## config.mk

```make
export PLATFORM = sky130hd
export DESIGN_NAME = mc_controller_flat
export DESIGN_NICKNAME = d
export VERILOG_FILES = /design/src/rtl/mc_controller_if.sv /design/src/rtl/mc_controller.sv /design/src/flat_wrapper.sv
export SDC_FILE = /design/constraint.sdc
export NUM_CORES = 1
export LEC_CHECK = 0
export BUFFER_PORTS_ARGS = -buffer_cell sky130_fd_sc_hd__buf_4
export CORE_ASPECT_RATIO = 1.1
export CORE_MARGIN = 5
export CORE_UTILIZATION = 45
export CTS_BUF_LIST = sky130_fd_sc_hd__clkbuf_2
export DETAILED_ROUTE_END_ITERATION = 16
export MAX_ROUTING_LAYER = met4
export PLACE_DENSITY_LB_ADDON = 0.05
export SYNTH_ARGS = -nofsm -noshare
export SYNTH_HDL_FRONTEND = slang
export SYNTH_SLANG_ARGS = --single-unit
```

## constraint.sdc

```tcl
create_clock -name clk -period 2.75 [get_ports clk]
set_input_delay 0.275 -clock clk [delete_from_list [all_inputs] [get_ports clk]]
set_output_delay 0.275 -clock clk [all_outputs]
set_load 0.02 [all_outputs]
```

## src/rtl/mc_controller_if.sv

```systemverilog
// Control bundle between the multicycle MIPS controller (master) and its datapath (slave).
interface mc_controller_if;
   logic [5:0] op;
   logic [5:0] funct;
   logic       zero;
   logic       mem_ready;
   logic       pcen;
   logic       irwrite;
   logic       regwrite;
   logic       memwrite;
   logic       iord;
   logic       memtoreg;
   logic       regdst;
   logic       alusrca;
   logic [1:0] alusrcb;
   logic [1:0] pcsrc;
   logic [2:0] alucontrol;
   logic [3:0] state;
   logic       illegal;

   modport master (
      input  op, funct, zero, mem_ready,
      output pcen, irwrite, regwrite, memwrite, iord, memtoreg, regdst, alusrca,
             alusrcb, pcsrc, alucontrol, state, illegal
   );

   modport slave (
      output op, funct, zero, mem_ready,
      input  pcen, irwrite, regwrite, memwrite, iord, memtoreg, regdst, alusrca,
             alusrcb, pcsrc, alucontrol, state, illegal
   );
endinterface

```

## src/rtl/mc_controller.sv

```systemverilog
// Multicycle MIPS control unit: Moore FSM with registered controls plus ALU decoder.
// Define MC_BNE_EN to add the bne instruction (state 12).
module mc_controller (
   input  logic            clk,
   input  logic            reset,
   mc_controller_if.master bus
);

   typedef enum logic [3:0] {
      S_FETCH   = 4'd0,
      S_DECODE  = 4'd1,
      S_MEMADR  = 4'd2,
      S_MEMRD   = 4'd3,
      S_MEMWB   = 4'd4,
      S_MEMWR   = 4'd5,
      S_RTYPEEX = 4'd6,
      S_RTYPEWB = 4'd7,
      S_BEQ     = 4'd8,
      S_ADDIEX  = 4'd9,
      S_ADDIWB  = 4'd10,
      S_JUMP    = 4'd11,
      S_BNE     = 4'd12
   } state_t;

   typedef enum logic [1:0] {
      ALUOP_ADD   = 2'd0,
      ALUOP_SUB   = 2'd1,
      ALUOP_FUNCT = 2'd2
   } aluop_t;

   typedef struct packed {
      logic       pcwrite;
      logic       branch;
      logic       branch_ne;
      logic       irwrite;
      logic       regwrite;
      logic       memwrite;
      logic       iord;
      logic       memtoreg;
      logic       regdst;
      logic       alusrca;
      logic [1:0] alusrcb;
      logic [1:0] pcsrc;
      aluop_t     aluop;
   } ctrl_t;

   localparam logic [5:0] OP_RTYPE = 6'b000000;
   localparam logic [5:0] OP_J     = 6'b000010;
   localparam logic [5:0] OP_BEQ   = 6'b000100;
   localparam logic [5:0] OP_BNE   = 6'b000101;
   localparam logic [5:0] OP_ADDI  = 6'b001000;
   localparam logic [5:0] OP_LW    = 6'b100011;
   localparam logic [5:0] OP_SW    = 6'b101011;

   // Moore control word for a state; enables are gated later by mem_ready/zero/reset.
   function automatic ctrl_t decode_ctrl(state_t s);
      ctrl_t c;
      c = '0;
      case (s)
         S_FETCH:   begin c.alusrcb = 2'b01; c.irwrite = 1'b1; c.pcwrite = 1'b1; end
         S_DECODE:  c.alusrcb = 2'b11;
         S_MEMADR:  begin c.alusrca = 1'b1; c.alusrcb = 2'b10; end
         S_MEMRD:   c.iord = 1'b1;
         S_MEMWB:   begin c.memtoreg = 1'b1; c.regwrite = 1'b1; end
         S_MEMWR:   begin c.iord = 1'b1; c.memwrite = 1'b1; end
         S_RTYPEEX: begin c.alusrca = 1'b1; c.aluop = ALUOP_FUNCT; end
         S_RTYPEWB: begin c.regdst = 1'b1; c.regwrite = 1'b1; end
         S_BEQ:     begin c.alusrca = 1'b1; c.aluop = ALUOP_SUB; c.pcsrc = 2'b01; c.branch = 1'b1; end
`ifdef MC_BNE_EN
         S_BNE:     begin c.alusrca = 1'b1; c.aluop = ALUOP_SUB; c.pcsrc = 2'b01; c.branch_ne = 1'b1; end
`endif
         S_ADDIEX:  begin c.alusrca = 1'b1; c.alusrcb = 2'b10; end
         S_ADDIWB:  c.regwrite = 1'b1;
         S_JUMP:    begin c.pcsrc = 2'b10; c.pcwrite = 1'b1; end
         default:   ;
      endcase
      return c;
   endfunction

   state_t r_state;
   ctrl_t  r_ctrl;
   state_t w_next;
   state_t w_decode_target;
   logic   w_gate;

   // NOTE: every always_comb output gets a default first so no path infers a latch.
   always_comb begin
      w_decode_target = S_FETCH;
      case (bus.op)
         OP_LW, OP_SW: w_decode_target = S_MEMADR;
         OP_RTYPE:     w_decode_target = S_RTYPEEX;
         OP_BEQ:       w_decode_target = S_BEQ;
`ifdef MC_BNE_EN
         OP_BNE:       w_decode_target = S_BNE;
`endif
         OP_ADDI:      w_decode_target = S_ADDIEX;
         OP_J:         w_decode_target = S_JUMP;
         default:      w_decode_target = S_FETCH;
      endcase
   end

   always_comb begin
      w_next = S_FETCH;
      case (r_state)
         S_FETCH:   w_next = bus.mem_ready ? S_DECODE : S_FETCH;
         S_DECODE:  w_next = w_decode_target;
         S_MEMADR:  w_next = (bus.op == OP_SW) ? S_MEMWR : S_MEMRD;
         S_MEMRD:   w_next = bus.mem_ready ? S_MEMWB : S_MEMRD;
         S_MEMWR:   w_next = bus.mem_ready ? S_FETCH : S_MEMWR;
         S_RTYPEEX: w_next = S_RTYPEWB;
         S_ADDIEX:  w_next = S_ADDIWB;
         default:   w_next = S_FETCH;
      endcase
   end

   // Controls are registered from the next state so they are glitch-free Moore outputs.
   // NOTE: sequential state uses non-blocking assignments so all flops update together.
   always_ff @(posedge clk or negedge reset) begin
      if (!reset) begin
         r_state <= S_FETCH;
         r_ctrl  <= decode_ctrl(S_FETCH);
      end else begin
         r_state <= w_next;
         r_ctrl  <= decode_ctrl(w_next);
      end
   end

   // Only FETCH and MEMWR hand their enables to the memory handshake.
   assign w_gate = reset & (((r_state == S_FETCH) || (r_state == S_MEMWR)) ? bus.mem_ready : 1'b1);

   always_comb begin
      bus.alucontrol = 3'b010;
      case (r_ctrl.aluop)
         ALUOP_SUB:   bus.alucontrol = 3'b110;
         ALUOP_FUNCT: begin
            case (bus.funct)
               6'b100010: bus.alucontrol = 3'b110;
               6'b100100: bus.alucontrol = 3'b000;
               6'b100101: bus.alucontrol = 3'b001;
               6'b101010: bus.alucontrol = 3'b111;
               default:   bus.alucontrol = 3'b010;
            endcase
         end
         default:     bus.alucontrol = 3'b010;
      endcase
   end

   assign bus.pcen     = w_gate & (r_ctrl.pcwrite | (r_ctrl.branch & bus.zero)
                                   | (r_ctrl.branch_ne & ~bus.zero));
   assign bus.irwrite  = w_gate & r_ctrl.irwrite;
   assign bus.regwrite = w_gate & r_ctrl.regwrite;
   assign bus.memwrite = w_gate & r_ctrl.memwrite;
   assign bus.iord     = r_ctrl.iord;
   assign bus.memtoreg = r_ctrl.memtoreg;
   assign bus.regdst   = r_ctrl.regdst;
   assign bus.alusrca  = r_ctrl.alusrca;
   assign bus.alusrcb  = r_ctrl.alusrcb;
   assign bus.pcsrc    = r_ctrl.pcsrc;
   assign bus.state    = r_state;
   assign bus.illegal  = reset & (r_state == S_DECODE) & (w_decode_target == S_FETCH);

endmodule

```

## src/flat_wrapper.sv

```systemverilog
// flat-port wrapper written by rule: the top's interface ports become plain ports
module mc_controller_flat 
  (clk, reset, bus_op, bus_funct, bus_zero, bus_mem_ready, bus_pcen, bus_irwrite, bus_regwrite, bus_memwrite, bus_iord, bus_memtoreg, bus_regdst, bus_alusrca, bus_alusrcb, bus_pcsrc, bus_alucontrol, bus_state, bus_illegal);
  mc_controller_if bus_i ();
  input  logic clk;
  input  logic reset;
  input wire logic [$bits(bus_i.op)-1:0] bus_op;
  input wire logic [$bits(bus_i.funct)-1:0] bus_funct;
  input wire logic [$bits(bus_i.zero)-1:0] bus_zero;
  input wire logic [$bits(bus_i.mem_ready)-1:0] bus_mem_ready;
  output wire logic [$bits(bus_i.pcen)-1:0] bus_pcen;
  output wire logic [$bits(bus_i.irwrite)-1:0] bus_irwrite;
  output wire logic [$bits(bus_i.regwrite)-1:0] bus_regwrite;
  output wire logic [$bits(bus_i.memwrite)-1:0] bus_memwrite;
  output wire logic [$bits(bus_i.iord)-1:0] bus_iord;
  output wire logic [$bits(bus_i.memtoreg)-1:0] bus_memtoreg;
  output wire logic [$bits(bus_i.regdst)-1:0] bus_regdst;
  output wire logic [$bits(bus_i.alusrca)-1:0] bus_alusrca;
  output wire logic [$bits(bus_i.alusrcb)-1:0] bus_alusrcb;
  output wire logic [$bits(bus_i.pcsrc)-1:0] bus_pcsrc;
  output wire logic [$bits(bus_i.alucontrol)-1:0] bus_alucontrol;
  output wire logic [$bits(bus_i.state)-1:0] bus_state;
  output wire logic [$bits(bus_i.illegal)-1:0] bus_illegal;
  assign bus_i.op = bus_op;
  assign bus_i.funct = bus_funct;
  assign bus_i.zero = bus_zero;
  assign bus_i.mem_ready = bus_mem_ready;
  assign bus_pcen = bus_i.pcen;
  assign bus_irwrite = bus_i.irwrite;
  assign bus_regwrite = bus_i.regwrite;
  assign bus_memwrite = bus_i.memwrite;
  assign bus_iord = bus_i.iord;
  assign bus_memtoreg = bus_i.memtoreg;
  assign bus_regdst = bus_i.regdst;
  assign bus_alusrca = bus_i.alusrca;
  assign bus_alusrcb = bus_i.alusrcb;
  assign bus_pcsrc = bus_i.pcsrc;
  assign bus_alucontrol = bus_i.alucontrol;
  assign bus_state = bus_i.state;
  assign bus_illegal = bus_i.illegal;
  mc_controller u_core (.clk(clk), .reset(reset), .bus(bus_i));
endmodule
```

==> results.toml <==
[timing]
rsz0062_at_grt = "no"
finalSetupViolCount = 0
maxSlewViolCount = 0
fin_worst_skew_ns = 0.00187
relSlewSlack = 0.636
period_share = 0.802
hold_ws_ns = 0.162
timing.fmax_mhz = 453
tightest_slew_ns = 0.543
finalSetupTns_ns = 0
finalCriticalPeriod_ns = 2.21
hold_viol = 0

[global_routing]
grt_max_degree = 19
antenna_found_initial = 0
globalRouteTotalUtil = 0.135
overflow = 0
grt_pass1_vias = 787
grt_first_pass_wirelength_mm = 3.55

[clock_network]
cts_max_path_buffers = 2
worstSkewPairLatency_ns = 0.30
cts_hold_buf = 1
cts.sink_count = 17
cts_tree = "yes"
path_clk_slew_ns = 0.16
cts_setup_buffers = 0
root_buffer = "clkbuf_2"
htreeDepth = 1
cts_buffers = 3
ctsResizeCount = 0

[yosys]
syn_nets = 127
ys_types = 48
synth_area_mm2 = 0.00108
syn_avg_cell_area_um2 = 9.91
synth_flop_cell = "dfrtp_1"
synth_edf_count = 0
syn_inst = 109
async_reset_ff_frac = 1.00
seq_area_frac_synth = 0.397
synth_seq_cells = 17
yosysWarnings = 0

[min_path]
min_path_type = "input pin to flip-flop"
hold_start = "bus_op[1]"
min_to = "u_core.r_ctrl[1]"
min_path_cells = 2

[setup_path]
crit_fanout = 15
cp-start-kind = "flip-flop"
arrival_ns = 1.93
r2r_end = "u_core.r_ctrl[15]"
r2r-start = "u_core.bus.state[1]"
worstSetupPathType = "flip-flop to primary output"
rrSetupSlack_ns = 0.79
required_ns = 2.48
end_kind = "primary output"
r2r.worst_path.cells = 6

[power]
power_density_mw_per_mm2 = 760
finalPower_uw = 1030
ir_drop_mv = 0.712
leakagePower_uw = 0.000632

[finish]
final_util = 0.594
final_common_cell = "buf_4"
areaGrowthSynthToFinish_pct = 25.1
insertedDiodeCount = 0
most-common-layout-cells = "35 x buf_4, 14 x dfrtp_1, 7 x nor3_1"
num-nets-final = 159
drive_gt1_frac = 0.414

[route]
viasPerCell = 5.29
num_vias = 900
routed_wl_mm = 2.25
drc = 0
wl_per_cell_um = 13.2
postRouteAntennaNets = 0
drtPass1Iterations = 4
drtIter0Drc = 17

[floorplanning]
die-area_mm2 = 0.00348
die_h_um = 61.4
core_mm2 = 0.00227
initial_core_util = 0.475
dieWidth_um = 56.7
rows = 18
io_pins = 36

[run_status]
status = "completed"

[placed_design]
dp_hpwl_mm = 1.76
io_buffer_count = 35
place.gp.congestion = 0.815

[flow_run]
maxCapViolations = 0
==> synthesized netlist by cell type (2+ instances only) <==
library cell  instances  share of area
nor3b_1               3          0.021
clkbuf_1              2         0.0070
nor4_4                2          0.039
inv_1                 5          0.017
and2_1                4          0.023
a31oi_1               3          0.017
a21oi_1               5          0.023
nand2_1               4          0.014
nor3_1                7          0.032
nand3_1               3          0.014
dfstp_2               3          0.073
or3b_2                3          0.024
nand2b_1              4          0.023
buf_4                 4          0.028
nor2b_1               2          0.012
o22ai_1               2          0.012
buf_2                 2         0.0093
ha_1                  2          0.023
dfrtp_1              14           0.32
nor2_1                5          0.017
or2_2                 2          0.012
o21ai_0               2         0.0093
==> worst max-delay path by stage <==
stage | to | startpoint
finish | bus_illegal | u_core.bus.state[1]
floorplan | bus_illegal | u_core.bus.state[2]
detailed placement | u_core.bus.iord | u_core.bus.state[1]
global placement | u_core.bus.iord | u_core.bus.state[3]
global route | bus_illegal | u_core.bus.state[1]
CTS | bus_illegal | u_core.bus.state[1]
==> stage by stage <==
stage	worst slack [ns]	std cells	cell area, um^2
finish	0.544	170	1350
global route	0.403	170	1350
CTS	0.516	170	1350
detailed placement	0.828	165	1320
global placement	0.844	165	1320
floorplan	0.573	109	1080
==> layout make-up <==
| class | count | area, um^2 |
|---|---|---|
| timing repair buffer | 36 | 273 |
| multi-input combinational | 77 | 568 |
| inverter | 6 | 23.8 |
| clock inverter | 1 | 5.00 |
| fill | 196 | 923 |
| tap | 30 | 37.5 |
| sequential | 17 | 429 |
| clock buffer | 3 | 15.0 |
==> critical path, stage by stage, from the launching register on <==
cell     delay, ns
dfrtp_1       0.57
or4b_4        0.58
nor4_1        0.29
buf_4         0.19
==> flip-flops by register name, indices dropped and copies added (netlist names) <==
| name | count |
|---|---|
| u_core.bus.pcsrc | 1 |
| u_core.r_ctrl | 6 |
| u_core.bus.regdst | 1 |
| u_core.bus.state | 4 |
| u_core.bus.iord | 1 |
| u_core.bus.alusrca | 1 |
| u_core.bus.memtoreg | 1 |
| u_core.bus.alusrcb | 2 |
==> power by group <==
part           switching, uW  leakage (uW)  internal, uW  total [uW]
Sequential              66.6      0.000223           331         397
Combinational            278      0.000393           237         515
Clock                   81.4     0.0000164          32.9         114
==> per-layer routing <==
| layer | part of all wire | track usage | up-vias |
|---|---|---|---|
| li1 | - | - | 449 |
| met1 | 0.42 | 0.157 | 416 |
| met2 | 0.50 | 0.226 | 31 |
| met3 | 0.069 | 0.0335 | 4 |
| met4 | 0.0089 | 0.0508 | 0 |
| met5 | 0 | - | - |
==> logic make-up (layout without fill, tap and decap cells) <==
group,after synthesis,count (layout),share of synthesized area
AO/OA/AOI/OAI,20,20,0.136
XOR/XNOR,2,2,0.0162
adder cells (fa/ha/maj),2,2,0.0232
buffers and inverters,15,46,0.0765
flip-flops,17,17,0.397
multiplexers,1,1,0.0104
AND/OR/NAND/NOR,52,52,0.341
Power figures use the tool's default switching activity.
